**src/rtl/vga_pkg.sv**
```systemverilog
// Shared frame-drawing definitions: phase encoding and frame RAM address map.
// Used by the draw scheduler and the frame RAM.
package vga_pkg;

  typedef enum logic [2:0] {
    IDLE,
    MAZE,
    SPRITE,
    SCORE,
    DONE
  } phase_e;

  localparam logic [15:0] MAZE_END_ADDR  = 16'd63360;
  localparam logic [15:0] SCORE_END_ADDR = 16'd63808;
  localparam logic [15:0] IDLE_WR_ADDR   = 16'hFFFF;
  localparam int          NUM_REQ        = 3;

  function automatic logic is_phase(phase_e ph);
    return (ph == MAZE) || (ph == SPRITE) || (ph == SCORE);
  endfunction

  // Requester index owning a phase; non-drawing states map to 0 and are never granted.
  function automatic logic [1:0] phase_idx(phase_e ph);
    case (ph)
      SPRITE:  return 2'd1;
      SCORE:   return 2'd2;
      default: return 2'd0;
    endcase
  endfunction

endpackage

```
**src/rtl/vga_draw_sched_if.sv**
```systemverilog
// Requester bundle: per-requester beat valid/addr/data/last plus grant and phase-start pulses.
interface vga_draw_sched_if;
  import vga_pkg::*;

  logic [NUM_REQ-1:0]       req_valid;
  logic [NUM_REQ-1:0][15:0] req_addr;
  logic [NUM_REQ-1:0][7:0]  req_data;
  logic [NUM_REQ-1:0]       req_last;
  logic [NUM_REQ-1:0]       req_ready;
  logic [NUM_REQ-1:0]       req_start;

  modport master (
    output req_valid, req_addr, req_data, req_last,
    input  req_ready, req_start
  );

  modport slave (
    input  req_valid, req_addr, req_data, req_last,
    output req_ready, req_start
  );

endinterface

```
**src/rtl/vga_wr_range_chk.sv**
```systemverilog
// Combinational check that a beat address lies inside the region its phase may draw.
module vga_wr_range_chk
  import vga_pkg::*;
#(
  parameter logic [15:0] MAZE_END  = MAZE_END_ADDR,
  parameter logic [15:0] SCORE_END = SCORE_END_ADDR
) (
  input  phase_e      phase,
  input  logic [15:0] addr,
  output logic        ok
);

  always_comb begin
    ok = 1'b0;
    case (phase)
      MAZE, SPRITE: ok = (addr < MAZE_END);
      SCORE:        ok = (addr >= MAZE_END) && (addr < SCORE_END);
      default:      ok = 1'b0;
    endcase
  end

endmodule

```
**src/rtl/vga_draw_sched.sv**
```systemverilog
// Sequences maze, sprite and score drawing into the frame RAM once per buffer swap.
// One requester granted at a time; accepted beats reach the RAM one cycle later.
module vga_draw_sched
  import vga_pkg::*;
#(
  parameter logic [15:0] IDLE_ADDR = IDLE_WR_ADDR,
  parameter logic [15:0] MAZE_END  = MAZE_END_ADDR,
  parameter logic [15:0] SCORE_END = SCORE_END_ADDR
) (
  input  logic              clk,
  input  logic              rst,
  input  logic              buf_sel,
  vga_draw_sched_if.slave   req,
  output logic [15:0]       addrWrite,
  output logic [7:0]        dataWrite,
  output logic              frame_done,
  output logic              overrun,
  output logic              range_err
);

  phase_e      state_q, state_d;
  logic        buf_sel_q;
  logic [2:0]  start_q, start_d;
  logic [15:0] addr_q, addr_d;
  logic [7:0]  data_q, data_d;
  logic        overrun_q, overrun_d;
  logic        range_err_q, range_err_d;

  logic        swap;
  logic        in_phase;
  logic [1:0]  idx;
  logic [2:0]  ready;
  logic        accept;
  logic        addr_ok;
  logic [15:0] beat_addr;
  logic [7:0]  beat_data;
  logic        beat_last;

  vga_wr_range_chk #(
    .MAZE_END  (MAZE_END),
    .SCORE_END (SCORE_END)
  ) u_range_chk (
    .phase (state_q),
    .addr  (beat_addr),
    .ok    (addr_ok)
  );

  always_comb begin
    swap      = (buf_sel != buf_sel_q);
    in_phase  = is_phase(state_q);
    idx       = phase_idx(state_q);
    beat_addr = req.req_addr[idx];
    beat_data = req.req_data[idx];
    beat_last = req.req_last[idx];

    // A swap pre-empts the current phase, so nothing is granted in that cycle.
    ready = '0;
    if (in_phase && !swap && !rst) ready[idx] = 1'b1;
    accept = |(ready & req.req_valid);

    state_d = state_q;
    if (swap) begin
      state_d = MAZE;
    end else if (accept && beat_last) begin
      case (state_q)
        MAZE:    state_d = SPRITE;
        SPRITE:  state_d = SCORE;
        SCORE:   state_d = DONE;
        default: state_d = state_q;
      endcase
    end

    start_d = '0;
    if ((swap || (state_d != state_q)) && is_phase(state_d)) start_d[phase_idx(state_d)] = 1'b1;

    // Out-of-window beats are diverted to the scratch byte rather than dropped.
    addr_d = IDLE_ADDR;
    data_d = '0;
    if (accept) begin
      addr_d = addr_ok ? beat_addr : IDLE_ADDR;
      data_d = beat_data;
    end

    overrun_d   = overrun_q | (swap & in_phase);
    range_err_d = range_err_q | (accept & ~addr_ok);
  end

  always_ff @(posedge clk) begin
    if (rst) begin
      state_q     <= IDLE;
      buf_sel_q   <= buf_sel;
      start_q     <= '0;
      addr_q      <= IDLE_ADDR;
      data_q      <= '0;
      overrun_q   <= 1'b0;
      range_err_q <= 1'b0;
    end else begin
      state_q     <= state_d;
      buf_sel_q   <= buf_sel;
      start_q     <= start_d;
      addr_q      <= addr_d;
      data_q      <= data_d;
      overrun_q   <= overrun_d;
      range_err_q <= range_err_d;
    end
  end

  assign req.req_ready = ready;
  assign req.req_start = rst ? 3'b000 : start_q;
  assign addrWrite     = rst ? IDLE_ADDR : addr_q;
  assign dataWrite     = rst ? 8'h00 : data_q;
  assign frame_done    = !rst && (state_q == DONE);
  assign overrun       = !rst && overrun_q;
  assign range_err     = !rst && range_err_q;

endmodule

```
**src/flat_wrapper.sv**
```systemverilog
// flat-port wrapper written by rule: the top's interface ports become plain ports
module vga_draw_sched_flat import vga_pkg::*;
#(
  parameter logic [15:0] IDLE_ADDR = IDLE_WR_ADDR,
  parameter logic [15:0] MAZE_END  = MAZE_END_ADDR,
  parameter logic [15:0] SCORE_END = SCORE_END_ADDR
)
  (clk, rst, buf_sel, addrWrite, dataWrite, frame_done, overrun, range_err, req_req_valid, req_req_addr, req_req_data, req_req_last, req_req_ready, req_req_start);
  vga_draw_sched_if req_i ();
  input  logic clk;
  input  logic rst;
  input  logic buf_sel;
  output logic [15:0] addrWrite;
  output logic [7:0] dataWrite;
  output logic frame_done;
  output logic overrun;
  output logic range_err;
  input wire logic [$bits(req_i.req_valid)-1:0] req_req_valid;
  input wire logic [$bits(req_i.req_addr)-1:0] req_req_addr;
  input wire logic [$bits(req_i.req_data)-1:0] req_req_data;
  input wire logic [$bits(req_i.req_last)-1:0] req_req_last;
  output wire logic [$bits(req_i.req_ready)-1:0] req_req_ready;
  output wire logic [$bits(req_i.req_start)-1:0] req_req_start;
  assign req_i.req_valid = req_req_valid;
  assign req_i.req_addr = req_req_addr;
  assign req_i.req_data = req_req_data;
  assign req_i.req_last = req_req_last;
  assign req_req_ready = req_i.req_ready;
  assign req_req_start = req_i.req_start;
  vga_draw_sched #(.IDLE_ADDR(IDLE_ADDR), .MAZE_END(MAZE_END), .SCORE_END(SCORE_END)) u_core (.clk(clk), .rst(rst), .buf_sel(buf_sel), .req(req_i), .addrWrite(addrWrite), .dataWrite(dataWrite), .frame_done(frame_done), .overrun(overrun), .range_err(range_err));
endmodule
```
**config.mk**
```make
export PLATFORM = sky130hd
export DESIGN_NAME = vga_draw_sched_flat
export DESIGN_NICKNAME = d
export VERILOG_FILES = /design/src/rtl/vga_pkg.sv /design/src/rtl/vga_draw_sched_if.sv /design/src/rtl/vga_wr_range_chk.sv /design/src/rtl/vga_draw_sched.sv /design/src/flat_wrapper.sv
export SDC_FILE = /design/constraint.sdc
export NUM_CORES = 1
export LEC_CHECK = 0
export CAP_MARGIN = 20
export CORE_MARGIN = 1
export CORE_UTILIZATION = 27
export DETAILED_ROUTE_END_ITERATION = 10
export DONT_BUFFER_PORTS = 1
export HOLD_SLACK_MARGIN = 0.12
export PLACE_DENSITY_LB_ADDON = 0.3
export SLEW_MARGIN = 0
export SYNTH_ARGS = -nofsm -noshare
export SYNTH_HDL_FRONTEND = slang
export SYNTH_SLANG_ARGS = --single-unit
```
**constraint.sdc**
```tcl
create_clock -name clk -period 5.6 [get_ports clk]
set_input_delay 0.84 -clock clk [delete_from_list [all_inputs] [get_ports clk]]
set_output_delay 0.84 -clock clk [all_outputs]
set_load 0.005 [all_outputs]
```
==> results by stage <==
Status:
- The flow ran to the end, and the final reports show no timing, DRC or antenna violations.

Worst setup path:
- The launching element of the worst setup path is u_core.state_q[1].
- The buffers plus inverters on the worst setup path is 0.
- The critical path goes through nor2b_4 -> mux2_2 -> o21ai_1 -> a21boi_1 -> o31ai_4 -> nand2_1.
- The cell family contributing the most delay on the critical path is compound AO/OA/AOI/OAI gates.
- The critical path is of the reg -> reg type.
- On the worst path, the slowest cell contributes a delay of 840 ps.
- Data arrives at the worst endpoint at 3240 ps.
- The startpoint identified for the worst register-to-register timing path is u_core.state_q[1].
- STA puts the critical path data required time at 5720 ps.
- The critical path's slowest cell is nor2b_4.
- The critical path launch point type is a register.
- The worst setup path is captured at a register.
- Along the worst path, the maximum fanout reaches 41.

Clock network:
- Once the clock tree was built, the setup fixing pass inserted 0 buffers.
- The clock-pin slew on the worst setup and hold paths is 70 ps.
- The tree built by TritonCTS fans out to 33 sinks.
- The source-to-sink clock delay at the later pin of the worst-skew pair is 270 ps.
- The clock tree from TritonCTS is built.
- In this run the deepest clock path goes through 2 buffers.
- The H-tree depth reported by CTS is 2.
- The cell sitting at the root of the clock tree is a clkbuf_8.
- The number of buffers inserted during clock tree synthesis is 5.
- The post-cts hold buffer count is 0.
- The number of gates resized after CTS was 0.

STA:
- The final-report max-slew violation count is 0.
- In the finished design, the share of the clock period the worst path needs comes to 55.70%.
- Setup repair after global routing left no endpoint under its margin.
- Adding up every negative setup slack in the final design gives 0 ps.
- Once routing completed, OpenROAD measured the worst setup slack at 2481 ps.
- Subtracting the final worst setup slack from the clock period gives 3119 ps.
- Setup violations remaining at the end of the flow were counted as 0.
- The relative max-transition margin is 36.71%.
- The slew at the pin closest to its max-slew limit is 947.3 ps.
- The number of failing hold endpoints at the final stage came to 0.
- Between clock sinks in the finished design, the worst skew comes to 5.900 ps.
- The highest clock frequency the design can meet is 320.6 MHz.

Floorplanning:
- The core region area is 6832 um^2.
- During I/O placement, the number of pins put on the boundary was 114.
- The initial utilization of the core area, before any placement, comes to 28.15%.
- The total die area is 7464 um^2.
- The die is 86.40 um wide.
- The total number of placement rows is 30.
- The die is 86.40 um tall.

Worst hold path:
- The hold path startpoint is buf_sel.
- The type of the most critical hold path is in -> reg.

GRT:
- The initial antenna violation count is 0.
- The overall track demand over capacity in global routing is 11.68%.
- Global routing consumed, on the met1 layer, 13.38% of the routing resources.
- The layer carrying the most global-route usage is met2.
- The via count of the first global-routing pass is 1,416.
- The residual overflow from global routing is 0.
- The met2 track demand over resource in global routing is 20.35%.
- The met3 layer usage reported by global route is 4.381%.
- The first global-routing pass estimated 6693 um of wire.
- Entering global routing, the biggest net connects 42 pins.

Finish:
- The area growth from synthesis to layout is 5.985%.
- Leaving out fill and tap cells, the most frequent cell in the layout is nor2_1.
- The antenna diode instance count is 0.
- The library cells used most frequently in the layout, excluding fill and tap cells, are nor2_1 (34), dfxtp_1 (32), mux2_2 (17), or2_2 (16), mux2i_1 (16).
- The layout net count is 286.
- The post-route netlist has 28.64% of its cells at a drive strength greater than 1.

Power and ir drop:
- Power spread over the standard cell area amounts to 233.8 nW/um^2.
- In this run the static leakage power is 0.0006756 uW.
- VDD sags by at most 0.08257 mV.
- The design draws 476.6 uW.

Placed design:
- Summed over all nets, the half-perimeter wirelength after detailed placement is 3087 um.
- At the end of routability-driven placement, the weighted congestion stood at 0.7272.
- Port buffering added 0 buffers.
- OpenSTA, run right after detailed placement, puts the worst setup slack at 2418 ps.

Routing:
- In this run, the number of DRC markers left after iteration 0 of detailed routing was 34.
- For this run, the detailed router's first-pass iteration total came to 4.
- For this run, design rule violations remaining after detail routing come to 0.
- The routed length per instance is 14.25 um.
- The via-per-instance ratio is 4.788.
- Summing over every cut layer, the via total after detailed routing is 1,446.
- The total wirelength of the detailed-routed design is 4304 um.
- Once detail routing completed, the nets flagged for antenna violations numbered 0.

Logic synthesis:
- The area of the mapped netlist is 1923 um^2.
- During synthesis, Yosys emitted a total of 0 warnings.
- The total of flip-flops plus latches after synthesis is 33.
- The synthesized netlist net count is 295.
- The per-instance average area after synthesis is 8.986 um^2.
- The sequential fraction of the synthesis area is 34.35%.
- The number of different library cells used by synthesis comes to 39.
- The cell count after synthesis came out at 214.

Job:
- The tool flagged a number of max-cap violations equal to 0.
==> path summary, 6_finish.rpt <==
check,endpoint,slack (ps),cells after the start
worst min-delay path,u_core.buf_sel_q,590,0
worst max register to register,u_core.addr_q[6],2480,6
worst max-delay path,u_core.addr_q[6],2480,6
worst min register to register,u_core.overrun_q,630,2
==> area by class of cell <==
type                            instances  area (um^2)
Fill cell                             782         4793
Multi-Input combinational cell        163         1161
Sequential cell                        33        661.9
Tap cell                               96        120.1
Clock buffer                            8        80.08
Timing Repair Buffer                    1        11.26
Inverter                                1        3.754
==> registers in the layout, summed over array words and instances (netlist names) <==
signal              count
u_core.buf_sel_q        1
u_core.overrun_q        1
u_core.state_q          3
u_core.start_q          3
u_core.data_q           8
u_core.addr_q          16
u_core.range_err_q      1
==> kinds of logic after synthesis <==
family / Yosys count / synth area share (%)
xor+xnor: 2 / 0.9110
compound gates: 26 / 10.67
mux: 36 / 20.43
flops: 33 / 34.35
simple gates: 99 / 27.59
buf+inv: 18 / 6.050
==> per-stage QoR <==
step / cells / utilization, % / cell area [um^2] / hold WS [ps]
4_1_cts: 301 / 29.67 / 2027 / 580.6
2_1_floorplan: 214 / - / 1923 / 512.4
3_5_place_dp: 293 / 28.50 / 1947 / 618.9
5_1_grt: 302 / 29.84 / 2038 / 575.3
3_3_place_gp: 293 / 28.50 / 1947 / 609.9
6_report: 302 / 29.84 / 2038 / 593.6
==> power breakdown <==
group          switching (uW)  leakage, uW  internal [uW]
Sequential               10.7     0.000268            240
Clock                    77.7    0.0000395           88.2
Combinational            28.8     0.000368           31.5
==> worst reg2reg max path: cells and delay by family (launching register included) <==
kind	cells	cell delay, ps
muxes	1	460
and+or+nand+nor	2	950
AOI/OAI and AO/OA	3	1050
DFF	1	500
==> Yosys cell counts (all sizes together) <==
master / number / area (um^2)
xnor2: 1 / 8.760
nor3: 4 / 20.02
nand2: 16 / 85.08
a31oi: 1 / 6.260
o21bai: 1 / 7.510
mux2i: 16 / 160.2
a311oi: 1 / 8.760
nand2b: 2 / 12.51
buf: 11 / 90.08
nor2b: 15 / 93.84
nor2: 35 / 133.9
a41oi: 1 / 16.27
a211oi: 10 / 85.08
xor2: 1 / 8.760
nand4: 2 / 12.51
o31ai: 1 / 21.27
o21ai: 2 / 10.01
nor3b: 2 / 15.01
and3: 1 / 6.260
or2: 16 / 100.1
a21boi: 1 / 7.510
nand3b: 1 / 7.510
dfxtp: 33 / 660.6
a21oi: 7 / 35.03
clkbuf: 6 / 22.52
inv: 1 / 3.750
mux2: 20 / 232.7
nor4: 3 / 25.02
and4b: 1 / 10.01
a21o: 1 / 7.510
nor4b: 1 / 8.760
==> layer usage <==
layer  wire [um]  part of all wire [%]
met1        1819                    42
met2        2018                    47
met3         432                    10
met4          34                  0.79
met5           0                     0
Note: power is estimated with default switching activity, not from simulation.
